--- config.mk ---
export PLATFORM = sky130hd
export DESIGN_NAME = bcd_time_counter_flat
export DESIGN_NICKNAME = d
export VERILOG_FILES = /design/src/rtl/bcd_time_counter_if.sv /design/src/rtl/bcd_time_counter.sv /design/src/flat_wrapper.sv
export SDC_FILE = /design/constraint.sdc
export NUM_CORES = 1
export LEC_CHECK = 0
export CAP_MARGIN = 0
export CORE_UTILIZATION = 60
export DETAILED_ROUTE_END_ITERATION = 10
export PLACE_DENSITY_LB_ADDON = 0.25
export SLEW_MARGIN = 20
export SYNTH_ARGS = -nofsm -noshare
export SYNTH_HDL_FRONTEND = slang
export SYNTH_SLANG_ARGS = --single-unit
export TNS_END_PERCENT = 1
--- constraint.sdc ---
create_clock -name clk -period 7.1 [get_ports clk]
set_clock_uncertainty 0.15 [all_clocks]
set_input_delay 1.42 -clock clk [delete_from_list [all_inputs] [get_ports clk]]
set_output_delay 1.42 -clock clk [all_outputs]
set_load 0.005 [all_outputs]
--- src/rtl/bcd_time_counter_if.sv ---
// rtl/bcd_time_counter_if.sv - control inputs and BCD digit outputs of the time counter
interface bcd_time_counter_if;
    logic       run;
    logic       inc_min;
    logic       inc_hr;
    logic [1:0] h1;
    logic [3:0] h0;
    logic [2:0] m1;
    logic [3:0] m0;
    logic [2:0] s1;
    logic [3:0] s0;
    logic       sec_pulse;
    logic       disp_update;

    modport master (
        output run, inc_min, inc_hr,
        input  h1, h0, m1, m0, s1, s0, sec_pulse, disp_update
    );

    modport slave (
        input  run, inc_min, inc_hr,
        output h1, h0, m1, m0, s1, s0, sec_pulse, disp_update
    );
endinterface

--- src/rtl/bcd_time_counter.sv ---
// rtl/bcd_time_counter.sv - 1 Hz prescaler with BCD seconds/minutes/hours and set buttons
module bcd_time_counter #(
    parameter int DIVIDER  = 12000000,
    parameter bit MODE_24H = 1'b1
) (
    input  logic                 clk,
    input  logic                 rst_n,
    bcd_time_counter_if.slave    tc
);

    localparam int             PW         = (DIVIDER > 2) ? $clog2(DIVIDER) : 1;
    localparam logic [PW-1:0]  PRESC_LAST = PW'(DIVIDER - 1);
    localparam logic [1:0]     H1_RST     = MODE_24H ? 2'd0 : 2'd1;
    localparam logic [3:0]     H0_RST     = MODE_24H ? 4'd0 : 4'd2;

    logic [PW-1:0] presc_q, presc_d;
    logic [2:0]    s1_q, s1_d;
    logic [3:0]    s0_q, s0_d;
    logic [2:0]    m1_q, m1_d;
    logic [3:0]    m0_q, m0_d;
    logic [1:0]    h1_q, h1_d;
    logic [3:0]    h0_q, h0_d;
    logic          sec_pulse_q, sec_pulse_d;
    logic          disp_update_q, disp_update_d;

    logic          tick;
    logic          take_tick;
    logic          sec_wrap;
    logic          min_wrap;
    logic [5:0]    hr_carried;

    // Sexagesimal BCD increment (00..59); the caller detects the 59 wrap itself.
    function automatic logic [6:0] inc_sexa(input logic [2:0] t, input logic [3:0] u);
        logic [2:0] nt;
        logic [3:0] nu;
        nt = t;
        nu = u;
        if (u == 4'd9) begin
            nu = 4'd0;
            nt = (t == 3'd5) ? 3'd0 : t + 3'd1;
        end else begin
            nu = u + 4'd1;
        end
        return {nt, nu};
    endfunction

    // Hour increment following the 24h (00..23) or 12h (01..12) wrap rule.
    function automatic logic [5:0] inc_hours(input logic [1:0] t, input logic [3:0] u);
        logic [1:0] nt;
        logic [3:0] nu;
        nt = t;
        nu = u;
        if (MODE_24H && t == 2'd2 && u == 4'd3) begin
            nt = 2'd0;
            nu = 4'd0;
        end else if (!MODE_24H && t == 2'd1 && u == 4'd2) begin
            nt = 2'd0;
            nu = 4'd1;
        end else if (u == 4'd9) begin
            nt = t + 2'd1;
            nu = 4'd0;
        end else begin
            nu = u + 4'd1;
        end
        return {nt, nu};
    endfunction

    // Tick qualification: a minute set in the same cycle discards the tick.
    always_comb begin
        tick      = tc.run && (presc_q == PRESC_LAST);
        take_tick = tick && !tc.inc_min;
    end

    // Prescaler: minute set realigns the second boundary, run=0 freezes it.
    always_comb begin
        presc_d = presc_q;
        if (tc.inc_min) begin
            presc_d = '0;
        end else if (tc.run) begin
            presc_d = tick ? '0 : presc_q + PW'(1);
        end
    end

    // Seconds: cleared by a minute set, otherwise advanced by a tick.
    always_comb begin
        s1_d     = s1_q;
        s0_d     = s0_q;
        sec_wrap = take_tick && (s1_q == 3'd5) && (s0_q == 4'd9);
        if (tc.inc_min) begin
            s1_d = 3'd0;
            s0_d = 4'd0;
        end else if (take_tick) begin
            {s1_d, s0_d} = inc_sexa(s1_q, s0_q);
        end
    end

    // Minutes: the set button wraps 59->00 without touching hours.
    always_comb begin
        m1_d     = m1_q;
        m0_d     = m0_q;
        min_wrap = sec_wrap && (m1_q == 3'd5) && (m0_q == 4'd9);
        if (tc.inc_min || sec_wrap) begin
            {m1_d, m0_d} = inc_sexa(m1_q, m0_q);
        end
    end

    // Hours: carry first, then the hour button on top (can net +2 h).
    always_comb begin
        hr_carried = min_wrap ? inc_hours(h1_q, h0_q) : {h1_q, h0_q};
        {h1_d, h0_d} = tc.inc_hr ? inc_hours(hr_carried[5:4], hr_carried[3:0]) : hr_carried;
    end

    // Status pulses: seconds pulse only for real ticks, display pulse on any h/m change.
    always_comb begin
        sec_pulse_d   = take_tick;
        disp_update_d = ({h1_d, h0_d, m1_d, m0_d} != {h1_q, h0_q, m1_q, m0_q});
    end

    // State registers with synchronous active-low reset.
    always_ff @(posedge clk) begin
        if (!rst_n) begin
            presc_q       <= '0;
            s1_q          <= 3'd0;
            s0_q          <= 4'd0;
            m1_q          <= 3'd0;
            m0_q          <= 4'd0;
            h1_q          <= H1_RST;
            h0_q          <= H0_RST;
            sec_pulse_q   <= 1'b0;
            disp_update_q <= 1'b0;
        end else begin
            presc_q       <= presc_d;
            s1_q          <= s1_d;
            s0_q          <= s0_d;
            m1_q          <= m1_d;
            m0_q          <= m0_d;
            h1_q          <= h1_d;
            h0_q          <= h0_d;
            sec_pulse_q   <= sec_pulse_d;
            disp_update_q <= disp_update_d;
        end
    end

    assign tc.h1          = h1_q;
    assign tc.h0          = h0_q;
    assign tc.m1          = m1_q;
    assign tc.m0          = m0_q;
    assign tc.s1          = s1_q;
    assign tc.s0          = s0_q;
    assign tc.sec_pulse   = sec_pulse_q;
    assign tc.disp_update = disp_update_q;

endmodule

--- src/flat_wrapper.sv ---
// flat-port wrapper written by rule: the top's interface ports become plain ports
module bcd_time_counter_flat 
#(
    parameter int DIVIDER  = 12000000,
    parameter bit MODE_24H = 1'b1
)
  (clk, rst_n, tc_run, tc_inc_min, tc_inc_hr, tc_h1, tc_h0, tc_m1, tc_m0, tc_s1, tc_s0, tc_sec_pulse, tc_disp_update);
  bcd_time_counter_if tc_i ();
  input  logic clk;
  input  logic rst_n;
  input wire logic [$bits(tc_i.run)-1:0] tc_run;
  input wire logic [$bits(tc_i.inc_min)-1:0] tc_inc_min;
  input wire logic [$bits(tc_i.inc_hr)-1:0] tc_inc_hr;
  output wire logic [$bits(tc_i.h1)-1:0] tc_h1;
  output wire logic [$bits(tc_i.h0)-1:0] tc_h0;
  output wire logic [$bits(tc_i.m1)-1:0] tc_m1;
  output wire logic [$bits(tc_i.m0)-1:0] tc_m0;
  output wire logic [$bits(tc_i.s1)-1:0] tc_s1;
  output wire logic [$bits(tc_i.s0)-1:0] tc_s0;
  output wire logic [$bits(tc_i.sec_pulse)-1:0] tc_sec_pulse;
  output wire logic [$bits(tc_i.disp_update)-1:0] tc_disp_update;
  assign tc_i.run = tc_run;
  assign tc_i.inc_min = tc_inc_min;
  assign tc_i.inc_hr = tc_inc_hr;
  assign tc_h1 = tc_i.h1;
  assign tc_h0 = tc_i.h0;
  assign tc_m1 = tc_i.m1;
  assign tc_m0 = tc_i.m0;
  assign tc_s1 = tc_i.s1;
  assign tc_s0 = tc_i.s0;
  assign tc_sec_pulse = tc_i.sec_pulse;
  assign tc_disp_update = tc_i.disp_update;
  bcd_time_counter #(.DIVIDER(DIVIDER), .MODE_24H(MODE_24H)) u_core (.clk(clk), .rst_n(rst_n), .tc(tc_i));
endmodule
======== Word-level counts from Yosys, hierarchy flattened ========
Cells that the tools add are included.
storage, ports and cells
  bits in registers ....................... 46
  bits of input ports ..................... 5
  output and inout port bits .............. 22
cells by class
  add/subtract/negate cells ............... 9
  equality and inequality tests ........... 12
  muxes and demuxes ....................... 18
  bitwise logic cells ..................... 1
  reduce and logical (&&, ||, !) cells .... 12
operator list
  operator                                        count
  two-way mux 4 bit                               7
  adder 24 x 1 -> 24 bit (second input constant)  1
  == test 24 bit (second input constant)          1
  two-way mux 24 bit                              1
  adder 4 x 1 -> 4 bit (second input constant)    4
  == test 4 bit (second input constant)           4
  inequality test 13 bit                          1
  two-way mux 3 bit                               4
  two-way mux 6 bit                               2
  == test 4 x 2 -> 1 bit (second input constant)  2
  logical AND 1 bit                               8
  two-way mux 2 bit                               4
  adder 3 x 1 -> 3 bit (second input constant)    2
  == test 3 bit (second input constant)           2
  adder 2 x 1 -> 2 bit (second input constant)    2
  == test 2 bit (second input constant)           2
  AND reduction 2 bit                             1
  OR reduction 2 bit                              1
  zero test 1 bit                                 1
  logical OR 1 bit                                1
  inverter 1 bit                                  1

======== Depth between registers and ports, before layout ========
  depth after elaboration ................. 13
  gate-level depth with buffers ........... 14
  gate-level depth less buffers ........... 14

======== Worst setup path before layout ========
No wires, ideal clock.
  kind .................................... input to register
  start ................................... input tc_run
  end ..................................... register u_core.disp_update_q (netlist: u_core.tc.disp_update)
  library setup time ...................... 0.148 ns
  data arrival time ....................... 3.739 ns
  slack ................................... 3.063 ns
  stages on the path ...................... 13
  path through ............................ and4_1 > and4_2 > buf_2 > and3_2 > buf_6 > mux2_2 > inv_1 > ha_1 > nand4_1 > mux2_4 > a21boi_0 > o311ai_1 > a41oi_1
between the ends
  longest elaborated chain between the ends .. 12
  elaborated cells on any way between the ends .. 22
RTL lines
  what                                                    RTL line                 source
  start, declared                                         flat_wrapper.sv:11       input wire logic [$bits(tc_i.run)-1:0] tc_run;
  logical AND 1 bit *                                     bcd_time_counter.sv:70   tick = tc.run && (presc_q == PRESC_LAST);
  logical AND 1 bit *                                     bcd_time_counter.sv:71   take_tick = tick && !tc.inc_min;
  logical AND 1 bit * (2 in a row)                        bcd_time_counter.sv:88   sec_wrap = take_tick && (s1_q == 3'd5) && (s0_q == 4'd9);
  logical AND 1 bit (2 in a row)                          bcd_time_counter.sv:101  min_wrap = sec_wrap && (m1_q == 3'd5) && (m0_q == 4'd9);
  two-way mux 6 bit                                       bcd_time_counter.sv:109  hr_carried = min_wrap ? inc_hours(h1_q, h0_q) : {h1_q, h0_q};
  adder 4 x 1 -> 4 bit (tied with other cells)            bcd_time_counter.sv:63   nu = u + 4'd1;
  two-way mux 4 bit (tied with other cells)               bcd_time_counter.sv:59   end else if (u == 4'd9) begin
  two-way mux 4 bit or two-way mux 2 bit (tied branches)  bcd_time_counter.sv:53   if (MODE_24H && t == 2'd2 && u == 4'd3) begin
  two-way mux 6 bit                                       bcd_time_counter.sv:110  {h1_d, h0_d} = tc.inc_hr ? inc_hours(hr_carried[5:4], hr_carried[3:0]) : hr_carried;
  inequality test 13 bit *                                bcd_time_counter.sv:116  disp_update_d = ({h1_d, h0_d, m1_d, m0_d} != {h1_q, h0_q, m1_q, m0_q});
  end signal, assigned                                    bcd_time_counter.sv:140  disp_update_q <= disp_update_d;
  end, declared                                           bcd_time_counter.sv:24   logic disp_update_q, disp_update_d;
Mark *: on every way between the ends. The rest lies on a longest branch, timed or not.
A chain may end at the register's enable or synchronous reset.

======== Worst setup path after layout ========
Ends and elaborated chain as after synthesis.

==> results.cfg <==
[min_path]
worst_min_delay_path_category = flop to flop

[sta]
total_negative_setup_slacks_ps = 0
report.final.slew_viol_count = 0
final.period_utilization = 0.643
setup_viol_count_final = 0
period_minus_slack_ps = 4560
finalHoldViolations = 0
rsz0062_at_grt = no
clock.fmax_mhz = 219
worst-slew-pin-transition_ps = 754
hold_ws_ps = 357
setup_ws_ps = 2540
relSlewSlack = 0.497

[floorplan]
io-pin-count = 27
core_area_um2 = 4000
floorplan.die.width_um = 66.8
die_height_um = 66.8
floorplan.initialDensity = 0.629
rows = 23
dieArea_um2 = 4460

[pwr]
power.net_switching_uw = 112
max-vdd-ir-drop_mv = 0.154
switch_share = 0.226
p_clk_frac = 0.393
power-per-cell-area_nw_per_um2 = 170
power.static_leakage_nw = 1.03
combinational_power_share = 0.070
seqPwrFrac = 0.538
cell_internal_pwr_uw = 383

[clock_tree]
postCtsSetupRepairBufs = 0
clock_sink_count = 46
clockRootBuffer = sky130_fd_sc_hd__clkbuf_8
worst_setup_hold_path_clk_slew_ps = 80
cts-hold-fix-buffers = 0
post_cts_resize_count = 0
clock_latency_of_the_later_clocked_register_in_the_worst_skew_pair_ps = 300
cts_buffer_depth = 2
cts_tree = done
cts_max_level = 2
cts_buffers = 5

[critical_path]
rrSetupSlack_ps = 3340
worstPathMaxFanout = 9
critical_path_class = input pin to flop
cp.depth = 12
crit_start = tc_run
critical_path_arrival_ps = 4570
r2r-end = u_core.tc.disp_update
cp-endpoint = u_core.tc.disp_update
crit_path_top_delay_cell = sky130_fd_sc_hd__clkdlybuf4s50_1
max_stage_delay_ps = 560
cp_data_required_time_ps = 7100
timing.critical_path.max_delay_family = simple AND/OR/NAND/NOR gates
critical_path.cell_chain = clkdlybuf4s50_1, and4_1, and4_2, and3_2, mux2_2, inv_1, ha_1, nand4_1, mux2_4, a21boi_0, o311ai_1, a41oi_1
path_buf_inv = 2
startpoint_kind_of_the_worst_setup_timing_path = input pin
critical_path.endpoint_type = flop
rr_worst_depth = 11
timing.rr.start = u_core.presc_q[14]

[global_route]
first_global_vias = 1909
grt_start_max_net_pins = 22
grt_antenna_before_repair = 0
first_pass_grt_wire_length_um = 8250
gr-usage-all-layers = 0.241
grt.overflow.total = 0

[final_layout]
regArea_um2 = 921
post_route_cells_drive_above_1_share = 0.0860
multiInputGateArea_um2 = 1510
filler_cell_count = 312
ant_diodes = 0
postLayoutCoreUtil = 0.727
area.growth.synth_to_final_pct = 15.5
layout_net_count = 325

[synth]
seq_area_frac_synth = 0.366
synth_ff_type = sky130_fd_sc_hd__dfxtp_1
synthesis.area_um2 = 2520
synthTopCellsByCount = sky130_fd_sc_hd__dfxtp_1, sky130_fd_sc_hd__nor2_1, sky130_fd_sc_hd__nand2_1
yosys-top-cells-area = sky130_fd_sc_hd__dfxtp_1, sky130_fd_sc_hd__nor2_1, sky130_fd_sc_hd__xor2_1, sky130_fd_sc_hd__xnor2_1, sky130_fd_sc_hd__ha_1
synthDominantCellAreaShare = 0.366
synth_fp_nets = 299
synth.distinct_cells = 53
ys_seq_elements = 46
number_of_flops_mapped_to_enable_cells_by_yosys = 0
synthDominantAreaCellType = sky130_fd_sc_hd__dfxtp_1
syn_warnings = 0
synth_async_sr_flop_share = 0
post_synth_inst_count = 287
syn-mean-instance-area_um2 = 8.77

[place]
dpl.hpwl_um = 3590
gp_congestion = 0.896
io_buffers = 26
post_placement_worst_setup_slack_ps = 2260

[detailed_routing]
route.detailed.wl_per_inst_um = 13.5
vias = 2065
detail_route.vias_per_cell = 5.67
drt_iter0_drc = 92
drt-total-wl_um = 4920
ant_nets = 0
drtPass1Iterations = 4
post-route-drc-count = 0

[run]
drv.max_cap_violation_count = 0

[run_status]
run_status = finished clean
## through the flow
step / power, mW / area (um2) / cells
final: 0.495 / 2910 / 364
after global routing: 0.511 / 2910 / 364
after CTS: 0.499 / 2910 / 364
after detailed placement: 0.306 / 2800 / 356
after global placement: 0.306 / 2800 / 356
after floorplan: 0.293 / 2520 / 287
## metal layers
| metal | routed length, um | GRT usage | up-vias |
|---|---|---|---|
| li1 | - | - | 1068 |
| met1 | 2340 | 0.289 | 955 |
| met2 | 2330 | 0.423 | 32 |
| met3 | 147 | 0.0531 | 10 |
| met4 | 96 | 0.0771 | 0 |
| met5 | 0 | 0 | - |
## power by group through the flow
| stage | Sequential, mW | Clock, mW | Combinational, mW |
|---|---|---|---|
| 2_1_floorplan | 0.271 | 0 | 0.0219 |
| 3_3_place_gp | 0.272 | 0 | 0.0338 |
| 3_5_place_dp | 0.272 | 0 | 0.0344 |
| 4_1_cts | 0.266 | 0.198 | 0.0347 |
| 5_1_grt | 0.267 | 0.205 | 0.0387 |
| 6_report | 0.266 | 0.194 | 0.0344 |
## area by class of cell
class,instances,share of cell area
multi-input combinational,223,0.520
clock inverter,2,0.0129
inverter,11,0.0142
timing repair buffer,26,0.0895
sequential,46,0.317
clock buffer,6,0.0250
tap,50,0.0215
## worst reg2reg max path, cell delays in order (launching register included)
cell,delay [ps]
sky130_fd_sc_hd__dfxtp_1,370
sky130_fd_sc_hd__or4b_4,560
sky130_fd_sc_hd__nor4_4,530
sky130_fd_sc_hd__and3_2,350
sky130_fd_sc_hd__mux2_2,390
sky130_fd_sc_hd__inv_1,70
sky130_fd_sc_hd__ha_1,190
sky130_fd_sc_hd__nand4_1,150
sky130_fd_sc_hd__mux2_4,330
sky130_fd_sc_hd__a21boi_0,130
sky130_fd_sc_hd__o311ai_1,250
sky130_fd_sc_hd__a41oi_1,140
## flip-flops by register name, indices dropped and copies added, names as in the netlist
register / flops
u_core.tc.s0: 4
u_core.tc.m0: 4
u_core.tc.h1: 2
u_core.tc.h0: 4
u_core.tc.disp_update: 1
u_core.tc.s1: 3
u_core.tc.sec_pulse: 1
u_core.presc_q: 24
u_core.tc.m1: 3
## cells in the final DEF, fill, tap and decap left out, types with 2 or more instances in the layout
cell	count
sky130_fd_sc_hd__a21oi_1	11
sky130_fd_sc_hd__a22oi_1	2
sky130_fd_sc_hd__a41oi_1	2
sky130_fd_sc_hd__and2_1	3
sky130_fd_sc_hd__and3_1	9
sky130_fd_sc_hd__and4_1	3
sky130_fd_sc_hd__and4_2	3
sky130_fd_sc_hd__clkbuf_8	5
sky130_fd_sc_hd__clkdlybuf4s50_1	26
sky130_fd_sc_hd__dfxtp_1	46
sky130_fd_sc_hd__ha_1	7
sky130_fd_sc_hd__inv_1	10
sky130_fd_sc_hd__mux2_2	3
sky130_fd_sc_hd__mux2i_1	4
sky130_fd_sc_hd__nand2_1	20
sky130_fd_sc_hd__nand2b_1	4
sky130_fd_sc_hd__nand3_1	7
sky130_fd_sc_hd__nand4_1	13
sky130_fd_sc_hd__nand4b_1	4
sky130_fd_sc_hd__nor2_1	46
sky130_fd_sc_hd__nor2b_1	6
sky130_fd_sc_hd__nor3_1	4
sky130_fd_sc_hd__nor3b_1	3
sky130_fd_sc_hd__nor4_4	2
sky130_fd_sc_hd__o2111ai_2	2
sky130_fd_sc_hd__o21ai_0	6
sky130_fd_sc_hd__or3_1	5
sky130_fd_sc_hd__xnor2_1	14
sky130_fd_sc_hd__xor2_1	18
## worst min-delay path by stage
stage / cells past startpoint / slack (ps) / from / end
floorplan: 2 / 310 / u_core.presc_q[1] / u_core.presc_q[1]
global placement: 2 / 340 / u_core.presc_q[7] / u_core.presc_q[7]
detailed placement: 2 / 350 / u_core.presc_q[7] / u_core.presc_q[7]
CTS: 2 / 360 / u_core.tc.s1[1] / u_core.tc.s1[1]
global route: 2 / 370 / u_core.tc.s1[1] / u_core.tc.s1[1]
finish: 2 / 360 / u_core.presc_q[1] / u_core.presc_q[1]
## logic make-up (layout without fill, tap and decap cells)
kind of cell,after synthesis,count (layout),share of synthesized area
mux,8,8,0.0353
simple gates,143,143,0.324
compound gates,33,33,0.0954
flops,46,46,0.366
fa+ha+maj,7,7,0.0348
xor+xnor,32,32,0.111
buf+inv,18,45,0.0333
Power figures use the tool's default switching activity.
